File: src/rtl/uart_pkg.sv
// Shared definitions for the UART receive path: parity encodings and receiver FSM states.
package uart_pkg;

    localparam logic [1:0] PAR_NONE = 2'd0;
    localparam logic [1:0] PAR_EVEN = 2'd1;
    localparam logic [1:0] PAR_ODD  = 2'd2;

    typedef enum logic [2:0] {
        ST_IDLE,
        ST_START,
        ST_DATA,
        ST_PARITY,
        ST_STOP
    } rx_state_e;

endpackage

File: src/rtl/sync_fifo.sv
// Single-clock show-ahead FIFO; a push alongside a pull is accepted even when full.
module sync_fifo #(
    parameter int unsigned WIDTH = 8,
    parameter int unsigned DEPTH = 4
) (
    input  logic                    clk,
    input  logic                    reset,
    input  logic                    push,
    input  logic                    pull,
    input  logic [WIDTH-1:0]        din,
    output logic [WIDTH-1:0]        dout,
    output logic                    empty,
    output logic                    full,
    output logic [$clog2(DEPTH):0]  level
);

    localparam int unsigned PTR_W = $clog2(DEPTH);
    localparam int unsigned LVL_W = PTR_W + 1;

    logic [WIDTH-1:0] mem [DEPTH];
    logic [PTR_W-1:0] wr_ptr;
    logic [PTR_W-1:0] rd_ptr;
    logic             do_push;
    logic             do_pop;

    assign empty   = (level == '0);
    assign full    = (level == LVL_W'(DEPTH));
    assign do_pop  = pull && !empty;
    assign do_push = push && (!full || pull);
    assign dout    = mem[rd_ptr];

    // Power-of-two depth lets the pointers wrap by plain overflow.
    always_ff @(posedge clk or posedge reset) begin
        if (reset) begin
            mem    <= '{default: '0};
            wr_ptr <= '0;
            rd_ptr <= '0;
            level  <= '0;
        end else begin
            if (do_push) begin
                mem[wr_ptr] <= din;
                wr_ptr      <= wr_ptr + PTR_W'(1);
            end
            if (do_pop) begin
                rd_ptr <= rd_ptr + PTR_W'(1);
            end
            if (do_push && !do_pop) begin
                level <= level + LVL_W'(1);
            end else if (do_pop && !do_push) begin
                level <= level - LVL_W'(1);
            end
        end
    end

endmodule

File: src/rtl/uart_rx_fifo.sv
// UART receiver with configurable framing, sticky error flags and a show-ahead receive FIFO.
module uart_rx_fifo
    import uart_pkg::*;
#(
    parameter int unsigned DATA_BITS  = 8,
    parameter int unsigned FIFO_DEPTH = 4,
    parameter int unsigned DIV_W      = 24
) (
    input  logic                          clk,
    input  logic                          reset,
    input  logic                          enable,
    input  logic [DIV_W-1:0]              div,
    input  logic [1:0]                    parity_mode,
    input  logic                          stop2,
    input  logic                          rx,
    input  logic                          pull,
    input  logic                          clr_err,
    output logic [DATA_BITS-1:0]          dout,
    output logic                          empty,
    output logic                          full,
    output logic [$clog2(FIFO_DEPTH):0]   level,
    output logic                          busy,
    output logic                          frame_err,
    output logic                          parity_err,
    output logic                          overrun
);

    localparam int unsigned IDX_W = $clog2(DATA_BITS);
    localparam logic [DIV_W-1:0] DIV_MIN = DIV_W'(3);

    rx_state_e            state;
    logic                 sync1;
    logic                 rx_s;
    logic                 rx_prev;
    logic                 fall;
    logic [DIV_W-1:0]     div_eff;
    logic [DIV_W-1:0]     div_l;
    logic [DIV_W-1:0]     cnt;
    logic [IDX_W-1:0]     idx;
    logic [DATA_BITS-1:0] shreg;
    logic                 par_acc;
    logic                 par_bad;
    logic                 par_en_l;
    logic                 par_odd_l;
    logic                 stop2_l;
    logic                 stop_second;
    logic                 stop_bad;
    logic                 push_q;

    assign div_eff = (div < DIV_MIN) ? DIV_MIN : div;
    assign fall    = rx_prev && !rx_s;
    assign busy    = (state != ST_IDLE);

    // Two-flop synchroniser plus history bit for start-edge detection.
    always_ff @(posedge clk or posedge reset) begin
        if (reset) begin
            sync1   <= 1'b1;
            rx_s    <= 1'b1;
            rx_prev <= 1'b1;
        end else begin
            sync1   <= rx;
            rx_s    <= sync1;
            rx_prev <= rx_s;
        end
    end

    always_ff @(posedge clk or posedge reset) begin
        if (reset) begin
            state       <= ST_IDLE;
            cnt         <= '0;
            div_l       <= '0;
            idx         <= '0;
            shreg       <= '0;
            par_acc     <= 1'b0;
            par_bad     <= 1'b0;
            par_en_l    <= 1'b0;
            par_odd_l   <= 1'b0;
            stop2_l     <= 1'b0;
            stop_second <= 1'b0;
            stop_bad    <= 1'b0;
            push_q      <= 1'b0;
            frame_err   <= 1'b0;
            parity_err  <= 1'b0;
            overrun     <= 1'b0;
        end else begin
            push_q <= 1'b0;
            // Clear first so a same-cycle set event below takes priority.
            if (clr_err) begin
                frame_err  <= 1'b0;
                parity_err <= 1'b0;
                overrun    <= 1'b0;
            end
            if (push_q && par_bad) begin
                parity_err <= 1'b1;
            end
            if (push_q && full && !pull) begin
                overrun <= 1'b1;
            end

            if (!enable) begin
                state <= ST_IDLE;
            end else if (state == ST_IDLE) begin
                if (fall) begin
                    state     <= ST_START;
                    cnt       <= div_eff >> 1;
                    div_l     <= div_eff;
                    par_en_l  <= (parity_mode == PAR_EVEN) || (parity_mode == PAR_ODD);
                    par_odd_l <= (parity_mode == PAR_ODD);
                    stop2_l   <= stop2;
                end
            end else if (cnt != '0) begin
                cnt <= cnt - DIV_W'(1);
            end else begin
                cnt <= div_l;
                case (state)
                    ST_START: begin
                        if (rx_s) begin
                            state <= ST_IDLE;
                        end else begin
                            state   <= ST_DATA;
                            idx     <= '0;
                            par_acc <= 1'b0;
                            par_bad <= 1'b0;
                        end
                    end
                    ST_DATA: begin
                        shreg   <= {rx_s, shreg[DATA_BITS-1:1]};
                        par_acc <= par_acc ^ rx_s;
                        idx     <= idx + IDX_W'(1);
                        if (idx == IDX_W'(DATA_BITS - 1)) begin
                            state       <= par_en_l ? ST_PARITY : ST_STOP;
                            stop_second <= 1'b0;
                            stop_bad    <= 1'b0;
                        end
                    end
                    ST_PARITY: begin
                        par_bad <= ((par_acc ^ rx_s) != par_odd_l);
                        state   <= ST_STOP;
                    end
                    ST_STOP: begin
                        if (stop2_l && !stop_second) begin
                            stop_second <= 1'b1;
                            stop_bad    <= !rx_s;
                        end else begin
                            state <= ST_IDLE;
                            if (stop_bad || !rx_s) begin
                                frame_err <= 1'b1;
                            end else begin
                                push_q <= 1'b1;
                            end
                        end
                    end
                    default: state <= ST_IDLE;
                endcase
            end
        end
    end

    sync_fifo #(
        .WIDTH (DATA_BITS),
        .DEPTH (FIFO_DEPTH)
    ) u_fifo (
        .clk   (clk),
        .reset (reset),
        .push  (push_q),
        .pull  (pull),
        .din   (shreg),
        .dout  (dout),
        .empty (empty),
        .full  (full),
        .level (level)
    );

endmodule

File: config.mk
export PLATFORM = sky130hd
export DESIGN_NAME = uart_rx_fifo
export DESIGN_NICKNAME = d
export VERILOG_FILES = /design/src/rtl/uart_pkg.sv /design/src/rtl/sync_fifo.sv /design/src/rtl/uart_rx_fifo.sv
export SDC_FILE = /design/constraint.sdc
export NUM_CORES = 1
export LEC_CHECK = 0
export ABC_AREA = 1
export BUFFER_PORTS_ARGS = -buffer_cell sky130_fd_sc_hd__buf_4
export CAP_MARGIN = 15
export CORE_ASPECT_RATIO = 1.5
export CORE_MARGIN = 2
export CORE_UTILIZATION = 30
export DETAILED_ROUTE_END_ITERATION = 8
export HOLD_SLACK_MARGIN = 0.1
export PLACE_DENSITY_LB_ADDON = 0.2
export SLEW_MARGIN = 20
export SYNTH_ARGS = -nofsm -noshare
export SYNTH_HDL_FRONTEND = slang
export SYNTH_SLANG_ARGS = --single-unit
File: constraint.sdc
create_clock -name clk -period 3.75 [get_ports clk]
set_clock_uncertainty 0.1 [all_clocks]
set_input_delay 0.75 -clock clk [delete_from_list [all_inputs] [get_ports clk]]
set_output_delay 0.75 -clock clk [all_outputs]
set_load 0.05 [all_outputs]
# After elaboration in Yosys (flattened, before gate mapping)
# Index checks and enable logic that the tools add are counted.
# totals
regBits	115
input_bits	33
output_inout_bits	17
elab_cells	142
# classes
n_addsub	6
n_lt_le_gt_ge	4
n_eq_ne	17
muxes	47
n_bitwise	5
reduce_logical	37
# op_table
op	count
2-to-1 mux 24 bit	4
bitwise mux 32 bit	1
2-to-1 mux 3 bit	10
less-than comparator 24 x 2 -> 1 bit, second input constant	1
2-to-1 mux 8 bit	3
nonzero test 24 bit	1
subtractor 24 x 1 -> 24 bit, second input constant	1
2-to-1 mux 1 bit	20
binary-select mux 8 bit (select 2 bit)	1
demux 8 bit (select 2 bit)	1
one-hot mux 3 bit (4 select lines)	1
nonzero test 2 bit	6
logical AND 1 bit	10
AND reduction 5 bit	2
== test 3 bit, second input constant	3
!= test 2 bit, second input constant	4
!= test 4 bit, second input constant	2
one-hot mux 1 bit (2 select lines)	4
AND reduction 4 bit	2
logical NOT 1 bit	7
adder 3 x 1 -> 3 bit, second input constant	2
== test 3 x 2 -> 1 bit, second input constant	2
>= comparator 3 bit, second input constant	2
logical NOT 3 bit	2
18 further kinds	24

# Logic depth before layout (Yosys ltp)
# Gate-level depths: netlist of the first run.
# depth
word_depth	8
mapped_depth	11
ltp_nobuf	11

# Modules after synthesis
# From an unflattened synthesis of the first run, not the netlist that was laid out.
# hier_totals
hier_cells	850
hier_area_um2	6521.3
# by_module_without_submodules
module	n_inst	cells_each	area_per_inst_um2	seq_area_each_um2
uart_rx_fifo	1	616	4524.3	1905.6
sync_fifo	1	234	1996.9	975.9

# Worst setup path after synthesis of the first run
# Ideal clock, no wire load.
# synth_path
path_kind	register to register
from	register u_fifo.level[0]
to	register u_fifo.level[1]
setup_time_ns	0.125
t_arrival_ns	2.605
required_time_ns	3.525
slack_ns	0.921
path_stages_with_launch	10
path_buffers	0
synth_period_minus_slack_ns	2.829
cell_sequence	dfrtp_1 -> or2_1 -> nor2_2 -> nand2_1 -> nand2_1 -> inv_2 -> ha_1 -> inv_1 -> fa_1 -> mux2_2
# synth_via
elab_chain_len	7
elab_cells_between_ends	16
classes_between	add/sub (2); eq/ne (1); mux (2); reduce/logical (11)
# synth_rtl
element	line_no	source
from (decl)	sync_fifo.sv:14	output logic [$clog2(DEPTH):0] level
from (signal assigned)	sync_fifo.sv:48	level <= level + LVL_W'(1);
from (signal assigned)	sync_fifo.sv:50	level <= level - LVL_W'(1);
== test 3 bit *	sync_fifo.sv:27	assign full = (level == LVL_W'(DEPTH));
net full	uart_rx_fifo.sv:20	output logic full,
logical NOT 1 bit *	sync_fifo.sv:29	assign do_push = push && (!full || pull);
logical OR 1 bit *	sync_fifo.sv:29	
logical AND 1 bit *	sync_fifo.sv:29	
net u_fifo.do_push	sync_fifo.sv:23	logic do_push;
logical NOT 1 bit	sync_fifo.sv:49	end else if (do_pop && !do_push) begin
logical AND 1 bit	sync_fifo.sv:49	
nonzero test 2 bit (no source line)	--	
# Mark *: on every way through the listed nets, which the timed path passes. The rest lies on a longest branch. The select of a mux whose other input is x is not followed.
# A chain may end at the register's enable or synchronous reset.

# Worst setup path after layout of the first run
# layout_path
from	register u_fifo.rd_ptr[0]
to	output port dout[2]
# layout_via
elab_chain_len	4
# layout_rtl
element	line_no	source
from (decl)	sync_fifo.sv:22	logic [PTR_W-1:0] rd_ptr;
from (signal assigned)	sync_fifo.sv:45	rd_ptr <= rd_ptr + PTR_W'(1);
NOT 2 -> 3 bit (implied by the code)	sync_fifo.sv:30	assign dout = mem[rd_ptr];
binary-select mux 8 bit (select 2 bit)	sync_fifo.sv:30	
2-to-1 mux 8 bit (implied by the code) (2 in a row)	sync_fifo.sv:30	
to (decl)	uart_rx_fifo.sv:18	output logic [DATA_BITS-1:0] dout,
# Every way passes these cells. The select of a mux whose other input is x is not followed.

==> summary.md, run 1 <==
| Metric | Value |
|---|---|
| Outcome | finished clean |
| Final Hold Fails | 0 |
| Antenna violations before repair | 0 |
| Initial DRC count | 275 |
| Max cap viols | 0 |
| FF-to-FF End | u_fifo.level[2] |
| Worst R2R Path Depth | 8 |
| Setup crit end kind | primary output |
| Crit share post-route | 0.747 |
| Area of the die | 22400 um^2 |
| Flop pwr share | 0.325 |
| Post-synth cell types | 43 |
| Worst min path class | flop to flop |
| Leak | 0.00356 uW |
| Htree depth | 4 |
| RR Startpoint | u_fifo.level[0] |
| Die width | 123 um |
| Core area | 20900 um^2 |
| CP Capture Point | dout[2] |
| Antenna cell count | 0 |
| Post-DRT Antenna Nets | 0 |
| Register area | 2880 um^2 |
| CP Cell Sequence | inv_1 > o21ai_0 > o22ai_1 > buf_4 |
| Worst EP required | 2.90 ns |
| Gp weighted congestion | 0.862 |
| DR WL/cell | 15.4 um |
| Synth Register Bits | 115 |
| Psw | 2360 uW |
| Overflow after GRT | 0 |
| Finished Layout Cells | 1117 |
| Register area share after synthesis | 0.453 |
| Post-cts resize count | 0 |
| Comb pwr share | 0.373 |
| Initial Util | 0.304 |
| YS warnings | 0 |
| Clock share of power | 0.302 |
| Critical-path maximum fanout | 18 |
| Slew @ Worst Pin | 0.740 ns |
| Crit path from | u_fifo.rd_ptr[0] |
| Hold-fix buffers, CTS | 0 |
| Final nets | 880 |
| Fin crit period | 2.80 ns |
| Final setup fails | 0 |
| Worst setup SP type | flop |
| Peak Freq | 357 MHz |
| GR Util All Layers | 0.164 |
| Post-CTS Setup Repair Bufs | 0 |
| Average size of a mapped cell | 8.08 um^2 |
| Hpwl dp | 12.3 mm |
| Asr flop ratio synth | 1.00 |
| EDFF count, synth | 0 |
| Vias in the first global route | 5435 |
| Slew Limit Fails | 0 |
| Largest net degree at the start of global routing | 53 |
| Relative slew slack | 0.505 |
| Die Ht | 182 um |
| Post-synth top flop | dfrtp_1 |
| Total clock buffers created by CTS | 17 |
| Reg clk slew, reported paths | 0.06 ns |
| R2R setup slack | 1.38 ns |
| Post-Synthesis Cells | 787 |
| Arrival @ worst endpoint | 1.95 ns |
| Power Density | 760 nW/um^2 |
| Core Rows | 65 |
| Clock tree buffer depth | 2 |
| Via/cell ratio | 4.79 |
| IO Pins | 50 |
| Sw Share | 0.409 |
| Placed Cells | 1085 |
| Share of cells above drive strength 1 | 0.188 |
| RSZ-0062 raised after global routing | no |
| Total wire length | 17.2 mm |
| First-pass GRT wire length | 28.2 mm |
| Hold_ws | 0.255 ns |
| DRC Markers | 0 |
| Largest stage delay, worst path | 0.62 ns |
| Setup_tns | 0 ns |
| # fillers | 2196 |
| Area of the multi-input gates | 3030 um^2 |
| CTS Sinks | 115 |
| CTS tree | yes |
| WS Path Type | flop to primary output |
| Layout area overhead | 19.4% |
| Worst VDD drop | 0.000366 V |
| Syn Nets | 831 |
| Power Internal | 3410 uW |
| DRT Pass-1 Iters | 4 |
| Clock root cell | clkbuf_16 |
| CP max stage cell | dfrtp_1 |
| Worst skew pair latency | 0.43 ns |
| Via count | 5351 |
| IO Port Bufs | 49 |
| Mapped Area | 6360 um^2 |
registers in the layout (all words and copies together) (netlist names), 2 cells and up:
name,flops
u_fifo.wr_ptr,2
u_fifo.mem,32
state,3
div_l,24
shreg,8
u_fifo.rd_ptr,2
idx,3
u_fifo.level,3
cnt,24
worst min-delay path by stage:
stage	startpoint	end	slack (ns)	cells after the start
final	sync1	rx_s	0.25	0
after global routing	sync1	rx_s	0.26	0
after CTS	sync1	rx_s	0.26	0
after detailed placement	sync1	rx_s	0.25	0
after global placement	sync1	rx_s	0.25	0
after floorplan	sync1	rx_s	0.25	0
worst max-delay path: cells and delay by family, from the launching register on:
kind                   cells  cell delay [ns]
AO/OA/AOI/OAI              2             0.34
flip-flops                 1             0.62
buffers and inverters      2             0.56
synth_stat cells, types with 4 or more instances:
cell | count | area share
a21oi_1 | 29 | 0.023
o22ai_1 | 8 | 0.0079
nor2_1 | 118 | 0.070
o21ai_1 | 11 | 0.0087
buf_4 | 6 | 0.0071
clkbuf_1 | 4 | 0.0024
nand3_1 | 36 | 0.028
nand3_2 | 9 | 0.014
nand4_1 | 14 | 0.014
buf_6 | 4 | 0.0071
nor2_2 | 11 | 0.011
mux2_1 | 10 | 0.018
inv_2 | 10 | 0.0059
nand2_1 | 173 | 0.10
dfrtp_1 | 112 | 0.44
nand2_2 | 8 | 0.0079
inv_1 | 64 | 0.038
mux2_2 | 8 | 0.014
o21ai_0 | 72 | 0.057
xor2_1 | 8 | 0.011
o21ai_2 | 8 | 0.011
nand3b_1 | 8 | 0.0094
ha_1 | 10 | 0.020
nor2_4 | 8 | 0.014
buf_2 | 9 | 0.0071
final cells by class:
type                    count  share of cell area
repair buffers             55              0.0577
multi-input cells         573               0.399
clock inverters            12              0.0237
well taps                 268              0.0441
flip-flops and latches    115               0.379
inverters                  74              0.0371
clock buffers              20              0.0588
power groups by stage:
| stage | Combinational [uW] | Sequential, uW | Clock (uW) |
|---|---|---|---|
| after detailed placement | 2170 | 1890 | 0 |
| after global routing | 2400 | 1920 | 1840 |
| after floorplan | 1610 | 1840 | 0 |
| after global placement | 2150 | 1890 | 0 |
| after CTS | 2180 | 1880 | 1780 |
| final | 2160 | 1870 | 1740 |
per-stage QoR:
| step | power, uW | worst slack (ns) | util | instance area, um^2 |
|---|---|---|---|---|
| final | 5770 | 0.948 | 0.363 | 7600 |
| after global routing | 6160 | 0.778 | 0.363 | 7600 |
| after CTS | 5830 | 0.910 | 0.363 | 7600 |
| after detailed placement | 4060 | 1.30 | 0.333 | 6970 |
| after global placement | 4040 | 1.33 | 0.333 | 6970 |
| after floorplan | 3450 | 0.921 | - | 6360 |
cell usage in the layout, fill, tap and decap left out, drive strengths merged:
| master | netlist | routed |
|---|---|---|
| o211ai | 3 | 3 |
| buf | 21 | 55 |
| clkbuf | 4 | 20 |
| o22ai | 8 | 8 |
| a21o | 1 | 1 |
| nand3b | 8 | 8 |
| a21oi | 30 | 30 |
| ha | 10 | 10 |
| and3 | 1 | 1 |
| or2 | 3 | 3 |
| fa | 1 | 1 |
| and2 | 1 | 1 |
| inv | 74 | 74 |
| nand2 | 184 | 184 |
| mux2 | 18 | 18 |
| nor2 | 139 | 139 |
| bufinv | 0 | 4 |
| dfrtp | 112 | 112 |
| nand4 | 15 | 15 |
| nor4 | 2 | 2 |
| o21ai | 91 | 91 |
| clkinv | 0 | 5 |
| nand3 | 45 | 45 |
| xor2 | 8 | 8 |
| clkinvlp | 0 | 3 |
| o21a | 1 | 1 |
| a31oi | 2 | 2 |
| dfstp | 3 | 3 |
| xnor2 | 2 | 2 |
metal layers:
metal	part of all wire	GRT usage	vias up
met5	0	0	-
li1	-	-	2660
met4	0.028	0.0740	0
met3	0.042	0.0338	29
met2	0.52	0.285	118
met1	0.41	0.191	2544
cells by family after synthesis:
group,synth area share
AND/OR/NAND/NOR,0.292
multiplexers,0.0319
buffers and inverters,0.0702
flip-flops,0.453
adder cells (fa/ha/maj),0.0228
XOR/XNOR,0.0138
AO/OA/AOI/OAI,0.116
(Power assumes the default switching activity.)
==> run 2: changes to the inputs <==
Settings changed: ABC_AREA 1 to 0.
Clock period 3.75 ns to 2.33 ns, I/O delays scaled along.
==> run 2 against run 1 <==
Compared with the run above:
- routed wire length increased by 2.5%
- cell area increased by 3.6%
- non-clock buffer count increased by 67
==> summary.md, run 2 <==
| Metric | Value |
|---|---|
| Via/cell ratio | 5.17 |
| Worst setup SP type | flop |
| Hold path start | clr_err |
| YS warnings | 0 |
| Initial Util | 0.304 |
| Slew Limit Fails | 0 |
| Die Ht | 177 um |
| Largest net degree at the start of global routing | 35 |
| Most frequent cells in the layout | buf_4, dfrtp_1, nand2_1 |
| FF-to-FF End | cnt[21] |
| Sw Share | 0.359 |
| Clock share of power | 0.310 |
| Total wire length | 17.6 mm |
| Layout area overhead | 32.0% |
| First-pass GRT wire length | 28.6 mm |
| Flop pwr share | 0.362 |
| Commonest cells in the netlist | dfrtp_1, nand2_1, mux2_2 |
| R2R setup slack | 0.09 ns |
| Peak Freq | 445 MHz |
| Asr flop ratio synth | 1.00 |
| Fin util | 0.401 |
| Post-CTS Setup Repair Bufs | 0 |
| Comb pwr share | 0.328 |
| Initial DRC count | 272 |
| Power Internal | 5310 uW |
| Slew @ Worst Pin | 0.580 ns |
| Worst skew pair latency | 0.42 ns |
| Clock tree buffer depth | 2 |
| Power Density | 1050 nW/um^2 |
| Core Rows | 63 |
| Area leader, netlist | dfrtp_1 |
| Hpwl dp | 13.5 mm |
| # fillers | 1961 |
| Setup_tns | 0 ns |
| Crit share post-route | 0.964 |
| Top post-synthesis cells by area | dfrtp_1, mux2_2, nand2_1 |
| Syn Nets | 630 |
| Fin crit period | 2.24 ns |
| Psw | 2980 uW |
| Final nets | 742 |
| Tot Pwr | 8290 uW |
| Clock root cell | clkbuf_16 |
| Setup crit end kind | primary output |
| Reg clk slew, reported paths | 0.05 ns |
| Reg with most FFs | u_fifo.mem |
| Worst VDD drop | 0.000526 V |
| Commonest non-fill, non-tap cell in the layout | buf_4 |
| EDFF count, synth | 0 |
| Largest registers | u_fifo.mem x32, cnt x24, div_l x24 |
| Vias in the first global route | 5429 |
| RSZ-0062 raised after global routing | yes |
| Gp weighted congestion | 0.913 |
| IO Port Bufs | 49 |
| Arrival @ worst endpoint | 1.68 ns |
| Mapped Area | 5960 um^2 |
| Average size of a mapped cell | 10.2 um^2 |
| Hold Path End | overrun |
| Largest register FFs | 32 |
| Die width | 119 um |
| DR WL/cell | 18.1 um |
| Overflow after GRT | 0 |
| DRT Pass-1 Iters | 4 |
| RR Startpoint | cnt[1] |
| Area of the die | 21000 um^2 |
| Post-synth top flop | dfrtp_1 |
| CTS Sinks | 115 |
| Top-count cell post-synth | dfrtp_1 |
| Share of cells above drive strength 1 | 0.339 |
| Outcome | finished clean |
| Final Hold Fails | 0 |
| Max cap viols | 0 |
| Synth Register Bits | 115 |
| Post-DRT Antenna Nets | 0 |
| DRC Markers | 0 |
| Post-Synthesis Cells | 586 |
| Placed cell areas | 7200 um^2 |
| Synth top area share | 0.470 |
| CTS tree | yes |
| Final setup fails | 0 |
| Leak | 0.00352 uW |
| Worst min path class | input port to flop |
| Post-route cell area | 7870 um^2 |
| Worst R2R Path Depth | 8 |
| Finished Layout Cells | 971 |
| Via count | 5018 |
| IO Pins | 50 |
| Placed Cells | 937 |
| WS Path Type | flop to primary output |
| Core area | 19600 um^2 |
| Total clock buffers created by CTS | 17 |
| Antenna violations before repair | 0 |
| GR Util All Layers | 0.176 |
| Register area share after synthesis | 0.483 |
| Antenna cell count | 0 |
| Critical-path maximum fanout | 8 |
| Htree depth | 4 |
| Worst EP required | 1.76 ns |
| Hold depth | 2 |
| Relative slew slack | 0.610 |
| Post-synth cell types | 60 |
-- run 2: cell types whose count changed after synthesis, moves of 9 or more --
cell / previous run / this run
nor2_1: 118 / 38
nand2_1: 173 / 95
inv_1: 64 / 17
o21ai_0: 72 / 36
mux2_2: 8 / 42
nand3_1: 36 / 13
nor3_1: 0 / 21
clkbuf_1: 4 / 19
nor4_1: 2 / 16
nor2_2: 11 / 0
o21ai_1: 11 / 0
inv_2: 10 / 0
mux2_1: 10 / 1
-- run 2: logic make-up after synthesis --
family | count (synthesis) | synth area share
buf+inv | 46 | 0.0313
compound gates | 112 | 0.124
mux | 56 | 0.120
xor+xnor | 11 | 0.0162
simple gates | 235 | 0.201
fa+ha+maj | 11 | 0.0243
flops | 115 | 0.483
-- run 2: through the flow --
stage | setup slack (ns) | hold WS [ns]
global placement | 0.0523 | 0.250
global route | -0.0790 | 0.154
finish | 0.0850 | 0.146
floorplan | -0.326 | 0.245
CTS | 0.0128 | 0.130
detailed placement | 0.0145 | 0.256
-- run 2: final cells by class --
cell class | instances | area (um^2) | area share
Clock inverter | 11 | 129 | 0.0164
Clock buffer | 21 | 460 | 0.0585
Sequential cell | 115 | 2890 | 0.367
Tap cell | 260 | 325 | 0.0413
Timing Repair Buffer | 122 | 983 | 0.125
Multi-Input combinational cell | 425 | 3020 | 0.383
Inverter | 17 | 67.6 | 0.00858
-- run 2: layer usage --
| metal | wire length [um] | share of wire | global-route usage |
|---|---|---|---|
| met1 | 6620 | 0.38 | 0.190 |
| met2 | 9610 | 0.55 | 0.328 |
| met3 | 718 | 0.041 | 0.0364 |
| met4 | 643 | 0.037 | 0.0789 |
| met5 | 0 | 0 | 0 |
-- run 2: power by group through the flow --
| stage | combinational [uW] | sequential, uW | clock (uW) |
|---|---|---|---|
| after global placement | 2600 | 3000 | 0 |
| final | 2720 | 3000 | 2570 |
| after global routing | 2990 | 3080 | 2720 |
| after floorplan | 1550 | 2940 | 0 |
| after CTS | 2670 | 2990 | 2630 |
| after detailed placement | 2640 | 3020 | 0 |
-- run 2: critical path, stage by stage, from the launching register on --
cell and delay, ns:
dfrtp_2 0.51, mux4_2 0.55, buf_4 0.21
-- run 2: what timing repair did --
item                                   in CTS  in global routing
setup endpoints to repair                  10                 26
pin swaps                                   0                  2
gates resized for setup                     3                 13
endpoints found under the hold margin      20                  0
hold buffers                                2                  0
-- run 2: worst max path at each step --
stage	end	from	slack, ns	cells past startpoint
after CTS	busy	state[0]	0.01	4
after detailed placement	cnt[22]	cnt[7]	0.01	7
after global placement	cnt[15]	cnt[7]	0.05	5
final	dout[7]	u_fifo.rd_ptr[0]	0.09	2
after global routing	cnt[19]	cnt[7]	-0.08	8
after floorplan	u_fifo.level[1]	u_fifo.level[2]	-0.33	8
==> run 3: changes to the inputs <==
Settings changed: CORE_UTILIZATION 30 to 54, SETUP_SLACK_MARGIN from default to 0.3.
==> run 3 against run 2 <==
Compared with the run above:
- the flow now finishes with violations (setup timing)
- clock power up 5%
- largest cell class unchanged
- global-route usage up 12 points
- sequential share of layout area decreased by 3.7 points
- maximum frequency fell by 7.4%
- register-to-register slack got worse by 0.18 ns
==> summary.md, run 3 (synthesis gave the netlist of run 2 again) <==
| Metric | Value |
|---|---|
| Area of the die | 11900 um^2 |
| Clock tree buffer depth | 2 |
| Initial DRC count | 372 |
| IO Pins | 50 |
| Via count | 5516 |
| Post-Place Worst Slack | -0.101 ns |
| Core area | 10900 um^2 |
| Overflow after GRT | 0 |
| Initial Util | 0.548 |
| Gp weighted congestion | 0.998 |
| Vias in the first global route | 5554 |
| Failing checks | setup timing |
| Hpwl dp | 11.7 mm |
| Largest register FFs | 32 |
| Reg clk slew, reported paths | 0.06 ns |
| Worst EP required | 2.52 ns |
| Core Rows | 47 |
| Antenna cell count | 0 |
| Final setup fails | 5 |
| Die width | 89.8 um |
| Worst setup SP type | flop |
| Largest registers | u_fifo.mem x32, cnt x24, div_l x24 |
| CTS tree | yes |
| Htree depth | 4 |
| Largest net degree at the start of global routing | 66 |
| Total wire length | 18.6 mm |
| Setup_tns | -0.214 ns |
| Fin crit period | 2.42 ns |
| GR Util All Layers | 0.296 |
| Total clock buffers created by CTS | 17 |
| Worst min path class | input port to flop |
| Setup crit end kind | flop |
| Worst skew pair latency | 0.42 ns |
| Max cap viols | 0 |
| Via/cell ratio | 6.18 |
| Largest stage delay, worst path | 0.56 ns |
| Crit share post-route | 1.04 |
| Power Density | 1080 nW/um^2 |
| DRT Pass-1 Iters | 5 |
| Worst VDD drop | 0.000760 V |
| PnR worst setup slack | -0.0950 ns |
| Outcome | finished with violations |
| Arrival @ worst endpoint | 2.62 ns |
| CP max stage cell | or4_4 |
| Hold depth | 2 |
| Layout area overhead | 47.1% |
| WS Path Type | flop to flop |
| Leak | 0.00388 uW |
| Relative slew slack | 0.553 |
| Critical-path maximum fanout | 6 |
| CP Cell Sequence | or4_4 > buf_12 > nor3_4 > buf_6 > nand2_8 > or3_1 > a32o_1 |
| Clock root cell | clkbuf_16 |
| Final nets | 776 |
| DRC Markers | 0 |
| Share of cells above drive strength 1 | 0.458 |
| Reg with most FFs | u_fifo.mem |
| Most frequent cells in the layout | buf_4, dfrtp_1, nand2_1 |
| Fin util | 0.806 |
| Post-DRT Antenna Nets | 0 |
| Slew Limit Fails | 0 |
| Hold_ws | 0.141 ns |
| Commonest non-fill, non-tap cell in the layout | buf_4 |
| First-pass GRT wire length | 27.6 mm |
| Slew @ Worst Pin | 0.668 ns |
| Die Ht | 133 um |
| Tot Pwr | 9510 uW |
| DR WL/cell | 20.8 um |
| Antenna violations before repair | 0 |
| Worst R2R Path Depth | 7 |
| IO Port Bufs | 49 |
| Peak Freq | 412 MHz |
| RSZ-0062 raised after global routing | yes |
| CTS Sinks | 115 |
| Final Hold Fails | 0 |
-- run 3: layer usage --
metal / vias to the layer above / wire length [um] / GRT usage
met3: 87 / 1080 / 0.0564
met2: 273 / 9980 / 0.539
met5: - / 0 / 0
li1: 2442 / - / -
met1: 2714 / 6550 / 0.326
met4: 0 / 966 / 0.154
-- run 3: repair_timing --
item	4_1_cts	5_1_grt
pin swaps	21	28
setup endpoints to repair	80	78
hold buffers	2	0
endpoints found under the hold margin	18	0
cloned	0	0
buffers inserted	22	18
resized for setup	73	84
-- run 3: final cells by class --
| cell class | instances | area (um^2) |
|---|---|---|
| inverters | 17 | 82.6 |
| fillers | 647 | 2110 |
| flip-flops and latches | 115 | 2890 |
| clock buffers | 18 | 439 |
| multi-input cells | 425 | 3550 |
| well taps | 147 | 184 |
| clock inverters | 14 | 178 |
| repair buffers | 156 | 1450 |
-- run 3: where the power goes --
part           switching, uW  internal (uW)  total, uW
registers                550           2470       3020
clock network            990           1720       2710
logic                   2040           1750       3790
-- run 3: worst max-delay path: cells and delay by family (launching register included) --
family                 cells  cell delay, ns
AND/OR/NAND/NOR            4            1.23
flip-flops                 1            0.38
buffers and inverters      2            0.30
AO/OA/AOI/OAI              1            0.28
-- run 3: worst paths after layout --
kind / from / endpoint / slack (ns)
worst min-delay path: clr_err / frame_err / 0.14
worst min register to register: sync1 / rx_s / 0.26
min in group asynchronous: reset / u_fifo.level[2] / 0.54
worst max register to register: cnt[7] / cnt[11] / -0.09
worst max-delay path: cnt[7] / cnt[11] / -0.09
max in group asynchronous: reset / div_l[17] / 0.91
-- run 3: through the flow --
step / cell area [um^2] / instances
floorplan: 6260 / 586
CTS: 8290 / 874
global placement: 7180 / 818
detailed placement: 7180 / 818
finish: 8770 / 892
global route: 8770 / 892
